===== src/rtl/hazard_stall_ctrl.sv =====
// Hazard/stall controller for the 5-stage MIPS pipeline: load-use and branch-compare stalls, IF/ID flush.
// Optional stall/flush event counters are built only when HAZARD_PERF_EN is defined.
module hazard_stall_ctrl #(
    parameter int MAX_STALL = 2
) (
    input  logic        Clk,
    input  logic        Reset,
    input  logic [4:0]  rs_address_ID,
    input  logic [4:0]  rt_address_ID,
    input  logic        UsesRt_ID,
    input  logic        BranchCmp_ID,
    input  logic        Jump_ID,
    input  logic        JR_ID,
    input  logic        BranchTaken_ID,
    input  logic [1:0]  MemRead_EX,
    input  logic        RegWrite_EX,
    input  logic [4:0]  WriteReg_EX,
    input  logic [1:0]  MemRead_MEM,
    input  logic [4:0]  WriteReg_MEM,
    output logic        ControlMuxSig,
    output logic        PCWrite,
    output logic        IFIDWrite,
    output logic        IFIDFlush,
    output logic [31:0] StallCycles,
    output logic [15:0] FlushCount
);
    localparam int CW = $clog2(MAX_STALL + 1);

    typedef enum logic {S_RUN, S_STALL} state_t;

    state_t        r_state, w_next;
    logic [CW-1:0] r_cnt, w_cnt_nxt;
    logic [CW-1:0] w_need;
    logic          w_ld_ex, w_m_ex, w_m_mem, w_stall;

    function automatic logic f_match(input logic [4:0] r, input logic [4:0] rs,
                                     input logic [4:0] rt, input logic uses_rt);
        return (r != 5'd0) && ((r == rs) || (uses_rt && (r == rt)));
    endfunction

    always_comb begin
        w_ld_ex = |MemRead_EX;
        w_m_ex  = f_match(WriteReg_EX, rs_address_ID, rt_address_ID, UsesRt_ID);
        w_m_mem = f_match(WriteReg_MEM, rs_address_ID, rt_address_ID, UsesRt_ID);
        w_need  = '0;
        // A load feeding a branch compare must reach WB-forwarding range: two bubbles
        if (w_ld_ex && w_m_ex && BranchCmp_ID)
            w_need = CW'(2);
        else if ((w_ld_ex && w_m_ex) ||
                 (BranchCmp_ID && RegWrite_EX && w_m_ex) ||
                 (BranchCmp_ID && (|MemRead_MEM) && w_m_mem))
            w_need = CW'(1);
        w_stall = (r_state == S_STALL) || (w_need != '0);
    end

    always_ff @(posedge Clk) begin
        if (!Reset) begin
            r_state <= S_RUN;
            r_cnt   <= '0;
        end else begin
            r_state <= w_next;
            r_cnt   <= w_cnt_nxt;
        end
    end

    always_comb begin
        w_next    = r_state;
        w_cnt_nxt = r_cnt;
        case (r_state)
            S_RUN: begin
                if (w_need != '0) begin
                    w_cnt_nxt = CW'(w_need - 1'b1);
                    if (w_cnt_nxt != '0)
                        w_next = S_STALL;
                end
            end
            S_STALL: begin
                w_cnt_nxt = CW'(r_cnt - 1'b1);
                if (r_cnt == CW'(1))
                    w_next = S_RUN;
            end
            default: begin
                w_next    = S_RUN;
                w_cnt_nxt = '0;
            end
        endcase
    end

    // Stall beats flush: the jump/branch stays in ID and flushes on its first free cycle
    always_comb begin
        ControlMuxSig = 1'b0;
        PCWrite       = 1'b0;
        IFIDWrite     = 1'b0;
        IFIDFlush     = 1'b0;
        if (Reset && !w_stall) begin
            ControlMuxSig = 1'b1;
            PCWrite       = 1'b1;
            IFIDWrite     = 1'b1;
            IFIDFlush     = Jump_ID || JR_ID || BranchTaken_ID;
        end
    end

`ifdef HAZARD_PERF_EN
    logic [31:0] r_stall_cycles;
    logic [15:0] r_flush_count;

    always_ff @(posedge Clk) begin
        if (!Reset) begin
            r_stall_cycles <= '0;
            r_flush_count  <= '0;
        end else begin
            if (!ControlMuxSig && (r_stall_cycles != '1))
                r_stall_cycles <= r_stall_cycles + 32'd1;
            if (IFIDFlush && (r_flush_count != '1))
                r_flush_count <= r_flush_count + 16'd1;
        end
    end

    assign StallCycles = r_stall_cycles;
    assign FlushCount  = r_flush_count;
`else
    assign StallCycles = '0;
    assign FlushCount  = '0;
`endif

endmodule


===== config.mk =====
export PLATFORM = sky130hd
export DESIGN_NAME = hazard_stall_ctrl
export DESIGN_NICKNAME = d
export VERILOG_FILES = /design/src/rtl/hazard_stall_ctrl.sv
export SDC_FILE = /design/constraint.sdc
export NUM_CORES = 1
export LEC_CHECK = 0
export CAP_MARGIN = 20
export CELL_PAD_IN_SITES_DETAIL_PLACEMENT = 1
export CELL_PAD_IN_SITES_GLOBAL_PLACEMENT = 2
export CORE_UTILIZATION = 13
export CTS_CLUSTER_SIZE = 8
export DETAILED_ROUTE_END_ITERATION = 12
export PLACE_DENSITY = 0.81
export SYNTH_ARGS = -nofsm -noshare
export SYNTH_HDL_FRONTEND = slang
export SYNTH_SLANG_ARGS = --single-unit

===== constraint.sdc =====
create_clock -name Clk -period 2.5 [get_ports Clk]
set_input_delay 0.5 -clock Clk [delete_from_list [all_inputs] [get_ports Clk]]
set_output_delay 0.5 -clock Clk [all_outputs]
set_load 0.1 [all_outputs]

* Word level (Yosys, flattened, before mapping)
Index checks and enable logic that the tools add are counted.
Word-level totals: register bits after elaboration 3, input port bits 32, output and inout port bits 52, logic and storage cells 46
Operators by class: add/subtract/negate cells 2, equal/unequal tests 6, mux-type cells 10, bitwise logic cells 1, reduce and logical (&&, ||, !) cells 25
Operator list (number):
- $eq A5 B5 Y1 | 4
- $logic_and A1 B1 Y1 | 11
- $reduce_bool A5 Y1 | 2
- $logic_or A1 B1 Y1 | 7
- $mux W1 | 6
- $mux W2 | 2
- $pmux W2 S2 | 1
- $reduce_bool A2 Y1 | 2
- $reduce_or A2 Y1 | 2
- $sub A2 B1 Y2 const B | 2
- $eq A2 B1 Y1 const B | 1
- $ne A2 B2 Y1 const B | 1
- $pmux W1 S2 | 1
- $logic_not A1 Y1 | 1
- $not A1 Y1 | 1

* Logic depth before layout (Yosys ltp)
depth after elaboration 14, depth in mapped cells 6, gate-level depth less buffers 5

* Least setup slack after synthesis
No wires, ideal clock.
kind input to output, start input WriteReg_EX[1], end output IFIDWrite, arrival 3402 ps, data required time 2000 ps, setup slack -1402 ps, stages 6, path buffers 1, path through or4_1 nor2_1 a21oi_1 a221o_1 nor2_1 buf_4
On the way: cells in the longest elaborated chain, start to end 14, elaborated cells on any way between the ends 18, those cells by class eq/ne: 2; mux: 3; reduce/logical: 13
RTL lines:
- start: declaration | line 17 | input logic [4:0] WriteReg_EX,
- $eq A5 B5 Y1 | line 38 | return (r != 5'd0) && ((r == rs) || (uses_rt && (r == rt)));
- $logic_and A1 B1 Y1 | line 38
- $logic_or A1 B1 Y1 | line 38
- $logic_and A1 B1 Y1 (*) | line 38
- $logic_and A1 B1 Y1 (on tied branches) | line 47, 49, 50
- $logic_or A1 B1 Y1 | line 49 | else if ((w_ld_ex && w_m_ex) ||
- $logic_or A1 B1 Y1 | line 50 | (BranchCmp_ID && RegWrite_EX && w_m_ex) ||
- $mux W1 | line 49
- $mux W2 (*) | line 47 | if (w_ld_ex && w_m_ex && BranchCmp_ID)
- $reduce_bool A2 Y1 (*) | line 53 | w_stall = (r_state == S_STALL) || (w_need != '0);
- $logic_or A1 B1 Y1 (*) | line 53
- $logic_not A1 Y1 (*) | line 95 | if (Reset && !w_stall) begin
- $logic_and A1 B1 Y1 (*) | line 95
- $mux W1 (*)
- end: declaration | line 22 | output logic IFIDWrite,
Mark *: on every way between the ends. The rest lies on a longest branch, timed or not.

* Worst setup path in the final report
start input WriteReg_EX[2], end output PCWrite
On the way: cells in the longest elaborated chain, start to end 14, elaborated cells on any way between the ends 18, those cells by class eq/ne: 2; mux: 3; reduce/logical: 13
RTL lines:
- $eq A5 B5 Y1 | line 38
- $logic_and A1 B1 Y1 | line 38
- $logic_or A1 B1 Y1 | line 38
- $logic_and A1 B1 Y1 (*) | line 38
- $logic_and A1 B1 Y1 (on tied branches) | line 47, 49, 50
- $logic_or A1 B1 Y1 | line 49
- $logic_or A1 B1 Y1 | line 50
- $mux W1 | line 49
- $mux W2 (*) | line 47
- $reduce_bool A2 Y1 (*) | line 53
- $logic_or A1 B1 Y1 (*) | line 53
- $logic_not A1 Y1 (*) | line 95
- $logic_and A1 B1 Y1 (*) | line 95
- $mux W1 (*) | line 95
- end: declaration | line 21 | output logic PCWrite,
Marks and branches as above.

==> impl_results.html <==
<table>
<tr><th>Metric</th><th>Value</th></tr>
<tr><th colspan="2">Clocking</th></tr>
<tr><td>Maximum buffer depth of the clock tree</td><td>2</td></tr>
<tr><td>Clock tree from TritonCTS</td><td>yes</td></tr>
<tr><td>CTS H-tree lvls</td><td>1</td></tr>
<tr><td>Clock buffer count from CTS</td><td>3</td></tr>
<tr><td>Number of clock sinks</td><td>3</td></tr>
<tr><td>Clock edge transition at the registers on the reported setup and hold paths</td><td>0.04 ns</td></tr>
<tr><td>Skew-Pair Late Insertion Delay</td><td>0.22 ns</td></tr>
<tr><td>Buffer type at the clock tree root</td><td>sky130_fd_sc_hd__clkbuf_8</td></tr>
<tr><th colspan="2">Synthesis</th></tr>
<tr><td>Synthesized netlist cell count</td><td>about 110</td></tr>
<tr><td>Sequential fraction of the synthesis area</td><td>7.36%</td></tr>
<tr><td>Average cell area after synthesis</td><td>7.55 um2</td></tr>
<tr><td>Distinct cells, synth</td><td>22</td></tr>
<tr><td>Number of enable flip-flop cells after synthesis</td><td>0</td></tr>
<tr><td>Proportion of register bits with asynchronous set or reset after synthesis</td><td>0%</td></tr>
<tr><td>Flip-flop cell with the highest count after synthesis</td><td>sky130_fd_sc_hd__dfxtp_1</td></tr>
<tr><td>Total of flip-flops plus latches after synthesis</td><td>3</td></tr>
<tr><td>Netlist area before placement</td><td>816 um2</td></tr>
<tr><td>Synth Warn #</td><td>0</td></tr>
<tr><th colspan="2">Worst setup path</th></tr>
<tr><td>Required @ worst endpoint</td><td>2.00 ns</td></tr>
<tr><td>Critical path capture point type</td><td>output pin</td></tr>
<tr><td>Setup crit start kind</td><td>input pin</td></tr>
<tr><td>Worst reg2reg path depth</td><td>3</td></tr>
<tr><td>CP Class</td><td>input pin to output pin</td></tr>
<tr><td>Largest driver fanout on the critical path</td><td>3</td></tr>
<tr><td>Crit path capture</td><td>PCWrite</td></tr>
<tr><td>Arrival time reported for the critical path endpoint</td><td>2.15 ns</td></tr>
<tr><td>Setup slack, reg-to-reg</td><td>1.33 ns</td></tr>
<tr><td>Critical path startpoint</td><td>WriteReg_EX[2]</td></tr>
<tr><td>Capture instance of the worst register-to-register path</td><td>r_cnt[0]</td></tr>
<tr><td>Reg2reg start</td><td>r_state</td></tr>
<tr><th colspan="2">Placement</th></tr>
<tr><td>Final Wtd Congestion</td><td>just over 0.7</td></tr>
<tr><td>Worst setup slack after placement</td><td>-0.626 ns</td></tr>
<tr><td>Number of buffers added on ports</td><td>35</td></tr>
<tr><td>Placed instance count</td><td>233</td></tr>
<tr><td>Post-DP HPWL</td><td>1830 um</td></tr>
<tr><td>Area after detailed placement</td><td>0.00125 mm2</td></tr>
<tr><th colspan="2">Worst hold path</th></tr>
<tr><td>Count of cells along the worst hold path</td><td>2</td></tr>
<tr><td>Classification of the worst-slack hold path</td><td>register to register</td></tr>
<tr><th colspan="2">Power</th></tr>
<tr><td>Internal cell power</td><td>around 270 uW</td></tr>
<tr><td>Sequential Power Share</td><td>between 7 and 8%</td></tr>
<tr><td>Clock share of power</td><td>20.1%</td></tr>
<tr><td>Standby leakage power</td><td>0.647 nW</td></tr>
<tr><td>Proportion of power drawn by combinational gates</td><td>72.9%</td></tr>
<tr><td>PwrDens</td><td>544 mW/mm2</td></tr>
<tr><td>Max IR drop VDD</td><td>0.221 mV</td></tr>
<tr><td>Switch share</td><td>62.8%</td></tr>
<tr><td>Switching power summed over all nets</td><td>455 uW</td></tr>
<tr><td>Overall power after layout</td><td>724 uW</td></tr>
<tr><th colspan="2">Timing</th></tr>
<tr><td>Final number of max-transition violations</td><td>0</td></tr>
<tr><td>Clock skew after layout</td><td>0.00648 ns</td></tr>
<tr><td>Post-route worst setup slack</td><td>-0.152 ns</td></tr>
<tr><td>Post-route clock period utilization</td><td>106%</td></tr>
<tr><td>Unrepaired setup endpoints after global routing</td><td>yes</td></tr>
<tr><td>Final hold viol count</td><td>0</td></tr>
<tr><td>Tmin final</td><td>2.65 ns</td></tr>
<tr><td>Worst Hold Slack</td><td>0.498 ns</td></tr>
<tr><td>Highest Clock Rate</td><td>377 MHz</td></tr>
<tr><td>Final count of negative-setup-slack endpoints</td><td>4</td></tr>
<tr><th colspan="2">Die</th></tr>
<tr><td>Core box area</td><td>0.00599 mm2</td></tr>
<tr><td>Area of the die</td><td>0.00660 mm2</td></tr>
<tr><td>Initial core utilization</td><td>13.6%</td></tr>
<tr><td>Number of placement rows</td><td>28</td></tr>
<tr><td>Top-level port count</td><td>between 80 and 90</td></tr>
<tr><td>Die width</td><td>81.2 um</td></tr>
<tr><td>Chip Height</td><td>81.2 um</td></tr>
<tr><th colspan="2">Route</th></tr>
<tr><td>Avg WL per Cell</td><td>between 9 and 10 um</td></tr>
<tr><td>Residual DRC</td><td>0</td></tr>
<tr><td>Detailed-routing iteration count for the pre-antenna-repair pass</td><td>2</td></tr>
<tr><td>DRT antenna net count</td><td>0</td></tr>
<tr><td>Count of vias placed by the detailed router</td><td>772</td></tr>
<tr><td>Starting DRT DRC Count</td><td>4</td></tr>
<tr><td>Final wirelength</td><td>~2200 um</td></tr>
<tr><td>Number of vias per cell</td><td>3.23</td></tr>
<tr><th colspan="2">Layout</th></tr>
<tr><td>Multi-input combinational cell area</td><td>583 um2</td></tr>
<tr><td>Antenna diode instance count</td><td>0</td></tr>
<tr><td>Final non-filler cell total</td><td>239</td></tr>
<tr><td>Share of final-layout standard cells stronger than drive strength 1</td><td>24.4%</td></tr>
<tr><td>Fillers</td><td>a little over 700</td></tr>
<tr><td>Area occupied by registers</td><td>60.1 um2</td></tr>
<tr><td>Area added between synthesis and finish</td><td>63.0%</td></tr>
<tr><td>Number of nets in the finished design</td><td>198</td></tr>
<tr><td>Design area</td><td>0.00133 mm2</td></tr>
<tr><th colspan="2">Run status</th></tr>
<tr><td>Violated checks</td><td>negative setup slack</td></tr>
<tr><td>Result of the run</td><td>finished with violations</td></tr>
<tr><th colspan="2">GRT</th></tr>
<tr><td>Initial antenna violation count</td><td>0</td></tr>
<tr><td>Total overflow reported by the global router</td><td>0</td></tr>
<tr><td>Largest net degree at the start of global routing</td><td>6</td></tr>
<tr><td>Global-route wire length before repair</td><td>3080 um</td></tr>
<tr><td>All-layer global routing usage</td><td>6.46%</td></tr>
<tr><td>Number of global-route vias before repair</td><td>692</td></tr>
<tr><th colspan="2">Job</th></tr>
<tr><td>Max_cap viols</td><td>0</td></tr>
</table>
[how the worst min path moves through the flow]
| stage | start | end | slack (ns) |
|---|---|---|---|
| final | r_cnt[1] | r_cnt[1] | 0.50 |
| after global routing | r_cnt[1] | r_cnt[1] | 0.51 |
| after CTS | r_cnt[0] | r_cnt[0] | 0.50 |
| after detailed placement | r_cnt[0] | r_cnt[0] | 0.50 |
| after global placement | r_cnt[1] | r_cnt[1] | 0.48 |
| after floorplan | r_cnt[0] | r_cnt[0] | 0.47 |
[placed cells by master (no fill, tap or decap), types with 2 or more instances in the layout]
cell type,netlist,layout
sky130_fd_sc_hd__a2bb2oi_1,2,2
sky130_fd_sc_hd__buf_12,0,4
sky130_fd_sc_hd__buf_4,50,20
sky130_fd_sc_hd__buf_6,0,2
sky130_fd_sc_hd__clkbuf_8,0,3
sky130_fd_sc_hd__clkdlybuf4s15_1,0,2
sky130_fd_sc_hd__clkdlybuf4s50_1,0,11
sky130_fd_sc_hd__conb_1,1,48
sky130_fd_sc_hd__dfxtp_1,3,3
sky130_fd_sc_hd__dlygate4sd2_1,0,8
sky130_fd_sc_hd__dlymetal6s2s_1,0,5
sky130_fd_sc_hd__inv_1,3,3
sky130_fd_sc_hd__nand2_1,5,5
sky130_fd_sc_hd__nand3_1,3,3
sky130_fd_sc_hd__nand4_1,2,2
sky130_fd_sc_hd__nor2_1,5,3
sky130_fd_sc_hd__nor2_4,0,2
sky130_fd_sc_hd__nor3_1,2,2
sky130_fd_sc_hd__o22ai_1,2,2
sky130_fd_sc_hd__xnor2_1,18,17
sky130_fd_sc_hd__xor2_1,2,2
[through the flow]
step | TNS, ns | utilization, %
after detailed placement | -2.50 | 20.9
after global placement | -2.37 | 20.9
after global routing | -0.702 | 22.2
final | -0.539 | 22.2
after CTS | -0.724 | 21.9
after floorplan | -1.53 | -
[cells by family (layout without fill, tap and decap cells)]
logic type | count (synthesis) | after routing | synth area share (%)
buf+inv | 53 | 62 | 47.4
xor+xnor | 20 | 20 | 21.5
simple gates | 20 | 20 | 12.4
compound gates | 10 | 10 | 9.36
flops | 3 | 3 | 7.36
fa+ha+maj | 1 | 1 | 1.53
other cells | 1 | 48 | 0.460
[worst max-delay path, stage by stage]
cell and delay (ns):
sky130_fd_sc_hd__buf_6 0.09, sky130_fd_sc_hd__or4_4 0.54, sky130_fd_sc_hd__nor2_4 0.13, sky130_fd_sc_hd__a21oi_2 0.04
sky130_fd_sc_hd__a221o_2 0.42, sky130_fd_sc_hd__nor2_4 0.22, sky130_fd_sc_hd__buf_12 0.21
[layer usage]
layer / vias to the layer above / global-route usage, % / share of wire, %
met5: - / 0 / 0
met4: 0 / 3.21 / 1.9
met3: 4 / 2.36 / 9.2
met2: 50 / 12.3 / 54
met1: 350 / 6.01 / 35
li1: 368 / - / -
[synth_stat cells (all sizes together) (2+ instances only)]
cell type / instances / area share [%]
nand2: 5 / 2.3
nand3: 3 / 1.8
inv: 3 / 1.4
nor3: 3 / 2.5
xnor2: 18 / 19
dfxtp: 3 / 7.4
buf: 50 / 46
xor2: 2 / 2.1
nor2: 5 / 2.3
o22ai: 2 / 1.5
nand4: 2 / 1.5
a21oi: 2 / 1.2
a2bb2oi: 2 / 2.1
[power by group through the flow]
stage | logic, mW | clock network (mW) | registers [mW]
2_1_floorplan | 0.481 | 0 | 0.0514
3_3_place_gp | 0.525 | 0 | 0.0517
3_5_place_dp | 0.528 | 0 | 0.0518
4_1_cts | 0.527 | 0.149 | 0.0511
5_1_grt | 0.546 | 0.153 | 0.0513
6_report | 0.527 | 0.145 | 0.0511
[state kept, by name, indices dropped and copies added (netlist names)]
register and count:
r_state 1, r_cnt 2
[what timing repair did]
action	CTS	global route
buffers inserted	2	0
resized for setup	33	10
hold buffers	0	0
pin swaps	6	4
endpoints found under the setup margin	4	4
endpoints found under the hold margin	0	0
[final cells by class]
class | instances | share of cell area, %
multi-input cells | 99 | 43.8
repair buffers | 55 | 40.4
well taps | 75 | 7.06
flip-flops and latches | 3 | 4.52
clock buffers | 4 | 3.39
inverters | 3 | 0.847
(Power assumes the default switching activity.)
